$ cat config.mk
export PLATFORM = sky130hd
export DESIGN_NAME = multicycle_ctrl
export DESIGN_NICKNAME = d
export VERILOG_FILES = /design/src/rtl/multicycle_ctrl_pkg.sv /design/src/rtl/multicycle_ctrl.sv
export SDC_FILE = /design/constraint.sdc
export NUM_CORES = 1
export LEC_CHECK = 0
export ABC_AREA = 1
export BUFFER_PORTS_ARGS = -buffer_cell sky130_fd_sc_hd__buf_2
export CELL_PAD_IN_SITES_DETAIL_PLACEMENT = 0
export CELL_PAD_IN_SITES_GLOBAL_PLACEMENT = 1
export CORE_MARGIN = 1.5
export CORE_UTILIZATION = 38
export DETAILED_ROUTE_END_ITERATION = 16
export GPL_TIMING_DRIVEN = 0
export HOLD_SLACK_MARGIN = 0.15
export PLACE_DENSITY_LB_ADDON = 0.05
export SLEW_MARGIN = 20
export SYNTH_ARGS = -nofsm -noshare
export SYNTH_HDL_FRONTEND = slang
export SYNTH_SLANG_ARGS = --single-unit
$ cat constraint.sdc
create_clock -name clk -period 1.75 [get_ports clk]
set_clock_uncertainty 0.15 [all_clocks]
set_input_delay 0.0875 -clock clk [delete_from_list [all_inputs] [get_ports clk]]
set_output_delay 0.0875 -clock clk [all_outputs]
set_load 0.02 [all_outputs]
$ cat src/rtl/multicycle_ctrl_pkg.sv
// ============================================================================
// Module      : multicycle_ctrl_pkg
// Description : Shared state encoding, opcode constants and instruction-class
//               decode for the multi-cycle RISC-V sequencing FSM.
// Revision    : 1.0 - initial release
// ============================================================================
`default_nettype none

package multicycle_ctrl_pkg;

    typedef enum logic [2:0] {
        S_IDLE   = 3'd0,
        S_FETCH  = 3'd1,
        S_DECODE = 3'd2,
        S_EXEC   = 3'd3,
        S_MEM    = 3'd4,
        S_WB     = 3'd5,
        S_TRAP   = 3'd6
    } state_t;

    localparam logic [6:0] c_op_r      = 7'b0110011;
    localparam logic [6:0] c_op_i      = 7'b0010011;
    localparam logic [6:0] c_op_load   = 7'b0000011;
    localparam logic [6:0] c_op_store  = 7'b0100011;
    localparam logic [6:0] c_op_branch = 7'b1100011;

    typedef enum logic [2:0] {
        CLS_ILLEGAL = 3'd0,
        CLS_R       = 3'd1,
        CLS_I       = 3'd2,
        CLS_LOAD    = 3'd3,
        CLS_STORE   = 3'd4,
        CLS_BRANCH  = 3'd5
    } instr_class_t;

    function automatic instr_class_t decode_class(input logic [6:0] op);
        instr_class_t cls;
        case (op)
            c_op_r:      cls = CLS_R;
            c_op_i:      cls = CLS_I;
            c_op_load:   cls = CLS_LOAD;
            c_op_store:  cls = CLS_STORE;
            c_op_branch: cls = CLS_BRANCH;
            default:     cls = CLS_ILLEGAL;
        endcase
        return cls;
    endfunction

endpackage

`default_nettype wire

$ cat src/rtl/multicycle_ctrl.sv
// ============================================================================
// Module      : multicycle_ctrl
// Description : Multi-cycle fetch/decode/exec/mem/wb sequencer with req/ack
//               memory handshakes. Optional macro MEM_TIMEOUT_EN adds a
//               memory-wait timeout that diverts to TRAP.
// Revision    : 1.0 - initial release
// ============================================================================
`default_nettype none

module multicycle_ctrl
    import multicycle_ctrl_pkg::*;
#(
    parameter int TIMEOUT_CYCLES = 16,
    parameter int RETIRE_W       = 32
) (
    input  logic                clk,
    input  logic                rst,
    input  logic                run,
    input  logic [6:0]          opcode,
    input  logic                branch_taken,
    input  logic                imem_ack,
    input  logic                dmem_ack,
    output logic                imem_req,
    output logic                ir_load,
    output logic                dmem_req,
    output logic                dmem_we,
    output logic                reg_write_en,
    output logic                pc_en,
    output logic                pc_sel_branch,
    output logic                trap,
    output logic [RETIRE_W-1:0] retired
);

    state_t                r_state;
    state_t                w_next_state;
    instr_class_t          r_cls;
    logic                  r_trap;
    logic [RETIRE_W-1:0]   r_retired;
    logic                  w_timeout;

    always_ff @(posedge clk or posedge rst) begin
        if (rst) begin
            r_state <= S_IDLE;
        end else begin
            r_state <= w_next_state;
        end
    end

    always_comb begin
        w_next_state = r_state;
        case (r_state)
            S_IDLE: begin
                if (run) w_next_state = S_FETCH;
            end
            S_FETCH: begin
                if (imem_ack)       w_next_state = S_DECODE;
                else if (w_timeout) w_next_state = S_TRAP;
            end
            S_DECODE: begin
                if (decode_class(opcode) == CLS_ILLEGAL) w_next_state = S_TRAP;
                else                                     w_next_state = S_EXEC;
            end
            S_EXEC: begin
                case (r_cls)
                    CLS_R, CLS_I:         w_next_state = S_WB;
                    CLS_LOAD, CLS_STORE:  w_next_state = S_MEM;
                    default:              w_next_state = S_FETCH;
                endcase
            end
            S_MEM: begin
                if (dmem_ack)       w_next_state = (r_cls == CLS_LOAD) ? S_WB : S_FETCH;
                else if (w_timeout) w_next_state = S_TRAP;
            end
            S_WB:    w_next_state = S_FETCH;
            S_TRAP:  w_next_state = S_TRAP;
            default: w_next_state = S_IDLE;
        endcase
    end

    // Strobes are pure decodes of state and acks so they drop as soon as rst hits.
    always_comb begin
        imem_req      = 1'b0;
        ir_load       = 1'b0;
        dmem_req      = 1'b0;
        dmem_we       = 1'b0;
        reg_write_en  = 1'b0;
        pc_en         = 1'b0;
        pc_sel_branch = 1'b0;
        case (r_state)
            S_FETCH: begin
                imem_req = 1'b1;
                ir_load  = imem_ack;
            end
            S_EXEC: begin
                if (r_cls == CLS_BRANCH) begin
                    pc_en         = 1'b1;
                    pc_sel_branch = branch_taken;
                end
            end
            S_MEM: begin
                dmem_req = 1'b1;
                dmem_we  = (r_cls == CLS_STORE);
                pc_en    = (r_cls == CLS_STORE) && dmem_ack;
            end
            S_WB: begin
                reg_write_en = 1'b1;
                pc_en        = 1'b1;
            end
            default: ;
        endcase
    end

    // Class is captured once in DECODE; opcode may change afterwards.
    always_ff @(posedge clk or posedge rst) begin
        if (rst) begin
            r_cls <= CLS_ILLEGAL;
        end else if (r_state == S_DECODE) begin
            r_cls <= decode_class(opcode);
        end
    end

    always_ff @(posedge clk or posedge rst) begin
        if (rst) begin
            r_trap    <= 1'b0;
            r_retired <= '0;
        end else begin
            r_trap <= (w_next_state == S_TRAP);
            if (pc_en) begin
                r_retired <= r_retired + {{(RETIRE_W-1){1'b0}}, 1'b1};
            end
        end
    end

`ifdef MEM_TIMEOUT_EN
    localparam int c_wait_w = $clog2(TIMEOUT_CYCLES + 1);

    logic [c_wait_w-1:0] r_wait_cnt;
    logic                w_waiting;

    assign w_waiting = (imem_req && !imem_ack) || (dmem_req && !dmem_ack);
    // Limit is hit on the last permitted wait cycle; an ack there takes priority.
    assign w_timeout = w_waiting && (r_wait_cnt == c_wait_w'(TIMEOUT_CYCLES - 1));

    always_ff @(posedge clk or posedge rst) begin
        if (rst) begin
            r_wait_cnt <= '0;
        end else if (w_next_state != r_state) begin
            r_wait_cnt <= '0;
        end else if (w_waiting) begin
            r_wait_cnt <= r_wait_cnt + {{(c_wait_w-1){1'b0}}, 1'b1};
        end
    end
`else
    assign w_timeout = 1'b0;
`endif

    assign trap    = r_trap;
    assign retired = r_retired;

endmodule

`default_nettype wire

# --- Yosys cells after proc, flatten, opt, wreduce, memory -nomap -nowiden ---
# Cells that the tools add are included.
word_totals:
  regBits: 39
  output_inout_bits: 40
op_classes:
  add_sub_neg: 1
  eq_ne: 17
  muxes: 18
  n_reduce_logical: 5
ops:
  columns: ["operator", "n"]
  rows:
  - ["$add A32 B1 Y32 const B", 1]
  - ["$pmux W3 S7", 1]
  - ["$eq A3 B3 Y1 const B", 6]
  - ["$mux W3", 6]
  - ["$pmux W3 S5", 1]
  - ["$eq A7 B6 Y1 const B", 2]
  - ["$eq A3 B2 Y1 const B", 4]
  - ["$mux W1", 8]
  - ["$eq A7 B2 Y1 const B", 1]
  - ["$eq A7 B5 Y1 const B", 1]
  - ["$eq A7 B7 Y1 const B", 1]
  - ["$eq A3 B1 Y1 const B", 2]
  - ["$logic_not A3 Y1", 2]
  - ["$pmux W3 S2", 1]
  - ["$reduce_or A2 Y1", 2]
  - ["$pmux W1 S3", 1]
  - ["$logic_and A1 B1 Y1", 1]

# --- Longest topological paths before layout ---
logic_depth:
  depth_word: 7
  mapped_depth: 9
  mapped_depth_nobuf: 9

# --- Least setup slack after synthesis ---
# OpenSTA, ideal clock, no wires.
synth_path:
  kind: "register to register"
  from: "register r_retired[0] (netlist: retired[0])"
  to: "register r_retired[18] (netlist: retired[18])"
  arrival_ns: 1.461
  required_time_ns: 1.469
  setup_slack_ns: 0.008
  stages_incl_launch_ff: 8
  path_buffers: 0
  path_cell_list: "dfrtp_1 > ha_1 > nand3_1 > nor2_2 > nand2_2 > nor2_2 > nand2_1 > xnor2_1"
synth_via:
  elab_chain_len: 1
synth_lines:
  columns: ["element", "line", "rtl"]
  rows:
  - ["from (decl)", "multicycle_ctrl.sv:38", "logic [RETIRE_W-1:0] r_retired;"]
  - ["from (signal assigned)", "multicycle_ctrl.sv:129", "r_retired <= r_retired + {{(RETIRE_W-1){1'b0}}, 1'b1};"]
  - ["$add A32 B1 Y32", "multicycle_ctrl.sv:129", null]
# Every way passes these cells.
# A chain may end at the register's enable or synchronous reset.

# --- Final worst setup path ---
layout_path:
  from: "register r_state[1]"
  to: "output port pc_en"
layout_via:
  elab_chain_len: 2
layout_lines:
  columns: ["element", "line", "rtl"]
  rows:
  - ["from (decl)", "multicycle_ctrl.sv:34", "state_t r_state;"]
  - ["from (signal assigned)", "multicycle_ctrl.sv:45", "r_state <= w_next_state;"]
  - ["$eq A3 B3 Y1 / $eq A3 B2 Y1 (equally long branches)", "multicycle_ctrl.sv:89", "case (r_state)"]
  - ["$pmux W1 S3 (*)", "multicycle_ctrl.sv:89", null]
  - ["to (decl)", "multicycle_ctrl.sv:28", "output logic pc_en,"]
# Every way passes the cells marked *; elsewhere a longest branch is shown, timed or not.

==> flow_metrics.tcl <==
set metrics [dict create \
    status "completed" \
    cap_violations 0 \
    synth_cell_types 29 \
    n_fill_cell 602 \
    antenna_found_initial 0 \
    diodes 0 \
    syn_nets 336 \
    grt_pass1_wl_mm 10.4 \
    ant_nets 0 \
    finalMaxSlewViolations 0 \
    placed_area_um2 2690 \
    synth_cells 322 \
    tightest_slew_ns 0.378 \
    place.detailed.hpwl_mm 4.42 \
    setup_viol 0 \
    cts_root_buf "clkbuf_8" \
    synthArstFlopShare 1.00 \
    crit_fanout 8 \
    num_rows 28 \
    relSlewSlack 0.747 \
    hp-class "primary input to async pin" \
    grt_max_degree 26 \
    start_kind "register" \
    drive_above_1_share 0.299 \
    dieHeight_um 81.1 \
    syn_area_um2 2320 \
    total_power_mw 2.87 \
    max-clock-path-buffers 2 \
    synth_area_leaders "dfrtp_1, nand2_1, nor2_1" \
    area_growth_pct 39.1 \
    core_area_um2 5890 \
    routed_wl_mm 6.43 \
    grt_pass1_vias 2237 \
    start_util 0.393 \
    die-area_um2 6570 \
    grt-ovfl-total 0 \
    yosys_most_used_dff "dfrtp_1" \
    period_share 0.965 \
    yosys.area.top_type "dfrtp_1" \
    wl_per_cell_um 13.2 \
    cts_buffers 5 \
    drc 0 \
    dpl.cell_count 450 \
    syn_area_per_cell_um2 7.19 \
    gp_congestion 0.822 \
    worstSetupPathType "register to primary output" \
    power_density_nw_per_um2 892 \
    vias 2399 \
    worstSkewPairLatency_ns 0.30 \
    yosys_warnings 0 \
    leakagePower_nw 1.53 \
    portBuffers 52 \
    grt_usage 0.208 \
    slowest_delay_ns 0.45 \
    ios 53 \
    max_freq_mhz 592 \
    cp_slowest_cell "dfrtp_2" \
    synth-edff-count 0 \
    cts_tree "built" \
    num-nets-final 424 \
    cp-end-kind "primary output" \
    h-tree-depth 2 \
    drtIter0Drc 123 \
    worst_slack_ns 0.0616 \
    fin_tns_setup_ns 0 \
    die_w_um 81.1 \
    finalInstanceArea_um2 3220 \
    crit_chain "buf_6 > nand3_4 > nor2_4 > nor2_4 > nand2_4 > buf_8 > buf_6" \
    hold_violations 0 \
    synth-seq-area-share 0.421 \
    instances_no_fill 486 \
    cts.sinks 39 \
    clk_pin_slew_ns 0.08 \
    peakVddDrop_uv 631 \
    fin_crit_ns 1.69 \
    dr.pass1.iters 4 \
    drt-vias-per-instance 4.94 \
    ys_ff_latch 39 \
    crit_required_ns 1.51 \
    synth_top_area_frac 0.421 \
    dp_slack_ns -0.117 \
    cp.arrival_ns 1.45 \
]
synth_stat cells, types with 2 or more instances:
cell type  instances
xor2_1             6
nand4_1           13
nor2_2             4
xnor2_1            9
a21oi_1            3
nand2_1          107
nor3_1             7
nor2_1            39
nand3b_1           6
buf_6              2
nand3_1           21
buf_4              3
inv_2              4
inv_1             37
dfrtp_1           39
o21ai_0            8
o22ai_1            2
final timing paths:
| check | startpoint | cells after the start | end | slack (ns) |
|---|---|---|---|---|
| worst max-delay path | r_state[1]$_DFF_PP0_ | 7 | pc_en | 0.06 |
| worst min-delay path | rst | 3 | r_cls[1]$_DFFE_PP0P_ | 0.16 |
| max in group asynchronous | rst | 4 | retired[1]$_DFFE_PP0P_ | 0.83 |
| min in group clk | retired[31]$_DFFE_PP0P_ | 2 | retired[31]$_DFFE_PP0P_ | 0.36 |
| worst min register to register | retired[31]$_DFFE_PP0P_ | 2 | retired[31]$_DFFE_PP0P_ | 0.36 |
| worst max register to register | retired[0]$_DFFE_PP0P_ | 8 | retired[27]$_DFFE_PP0P_ | 0.10 |
critical path: cells and delay by family, from the launching register on:
family / cells / cell delay (ns)
buffers and inverters: 3 / 0.38
flip-flops: 1 / 0.45
AND/OR/NAND/NOR: 4 / 0.31
layer usage:
metal  wire [um]  part of all wire  global-route usage
met1        3110              0.48               0.281
met2        2980              0.46               0.343
met3         262             0.041              0.0371
met4          65             0.010              0.0517
met5           0                 0                   0
flip-flops by register name, indices dropped and copies added (netlist names):
signal,count
r_state,3
retired,32
trap,1
r_cls,3
stage by stage:
| stage | util | hold WS (ns) |
|---|---|---|
| detailed placement | 0.457 | -0.0718 |
| finish | 0.547 | 0.157 |
| global placement | 0.454 | 0.227 |
| CTS | 0.509 | 0.159 |
| global route | 0.547 | 0.173 |
| floorplan | - | 0.101 |
final cells by class:
class	count	area [um^2]	share of cell area
Buffer	5	63.8	0.0198
Clock inverter	3	15.0	0.00466
Timing Repair Buffer	81	554	0.172
Multi-Input combinational cell	237	1290	0.400
Tap cell	75	93.8	0.0291
Clock buffer	5	68.8	0.0214
Sequential cell	39	981	0.305
Inverter	41	156	0.0486
cell usage in the layout, fill, tap and decap left out, drive strengths merged:
cell type    synthesis  layout
nand2              109     109
buf                  5      72
nor2                44      44
inv                 41      41
dfrtp               39      39
nand3               22      22
nand4               13      13
dlygate4sd3          0      13
xnor2                9       9
o21ai                9       9
nor3                 8       8
nand3b               6       6
xor2                 6       6
clkbuf               0       6
a21oi                3       3
clkinv               0       3
o22ai                2       2
and3b                1       1
and2                 1       1
or2                  1       1
o211ai               1       1
nor3b                1       1
ha                   1       1
power by group:
group | switching [mW] | leakage (nW) | total, mW | internal (mW)
logic | 0.640 | 0.954 | 1.13 | 0.488
clock network | 0.330 | 0.0477 | 0.603 | 0.273
registers | 0.132 | 0.526 | 1.14 | 1.01
total | 1.10 | 1.53 | 2.87 | 1.77
cells by family (layout without fill, tap and decap cells):
group	count (synthesis)	count (layout)	share of synthesized area
simple gates	206	206	0.396
buf+inv	46	135	0.0859
flops	39	39	0.421
compound gates	15	15	0.0346
xor+xnor	15	15	0.0567
fa+ha+maj	1	1	0.00540
timing repair:
action                     4_1_cts  5_1_grt
setup endpoints to repair       11       35
hold endpoints to repair        46        0
buffers inserted                 6        8
gates resized for setup         13       37
pin swaps                        4        7
hold buffers                    13        0
gates cloned                     0        1
Power figures use the tool's default switching activity.
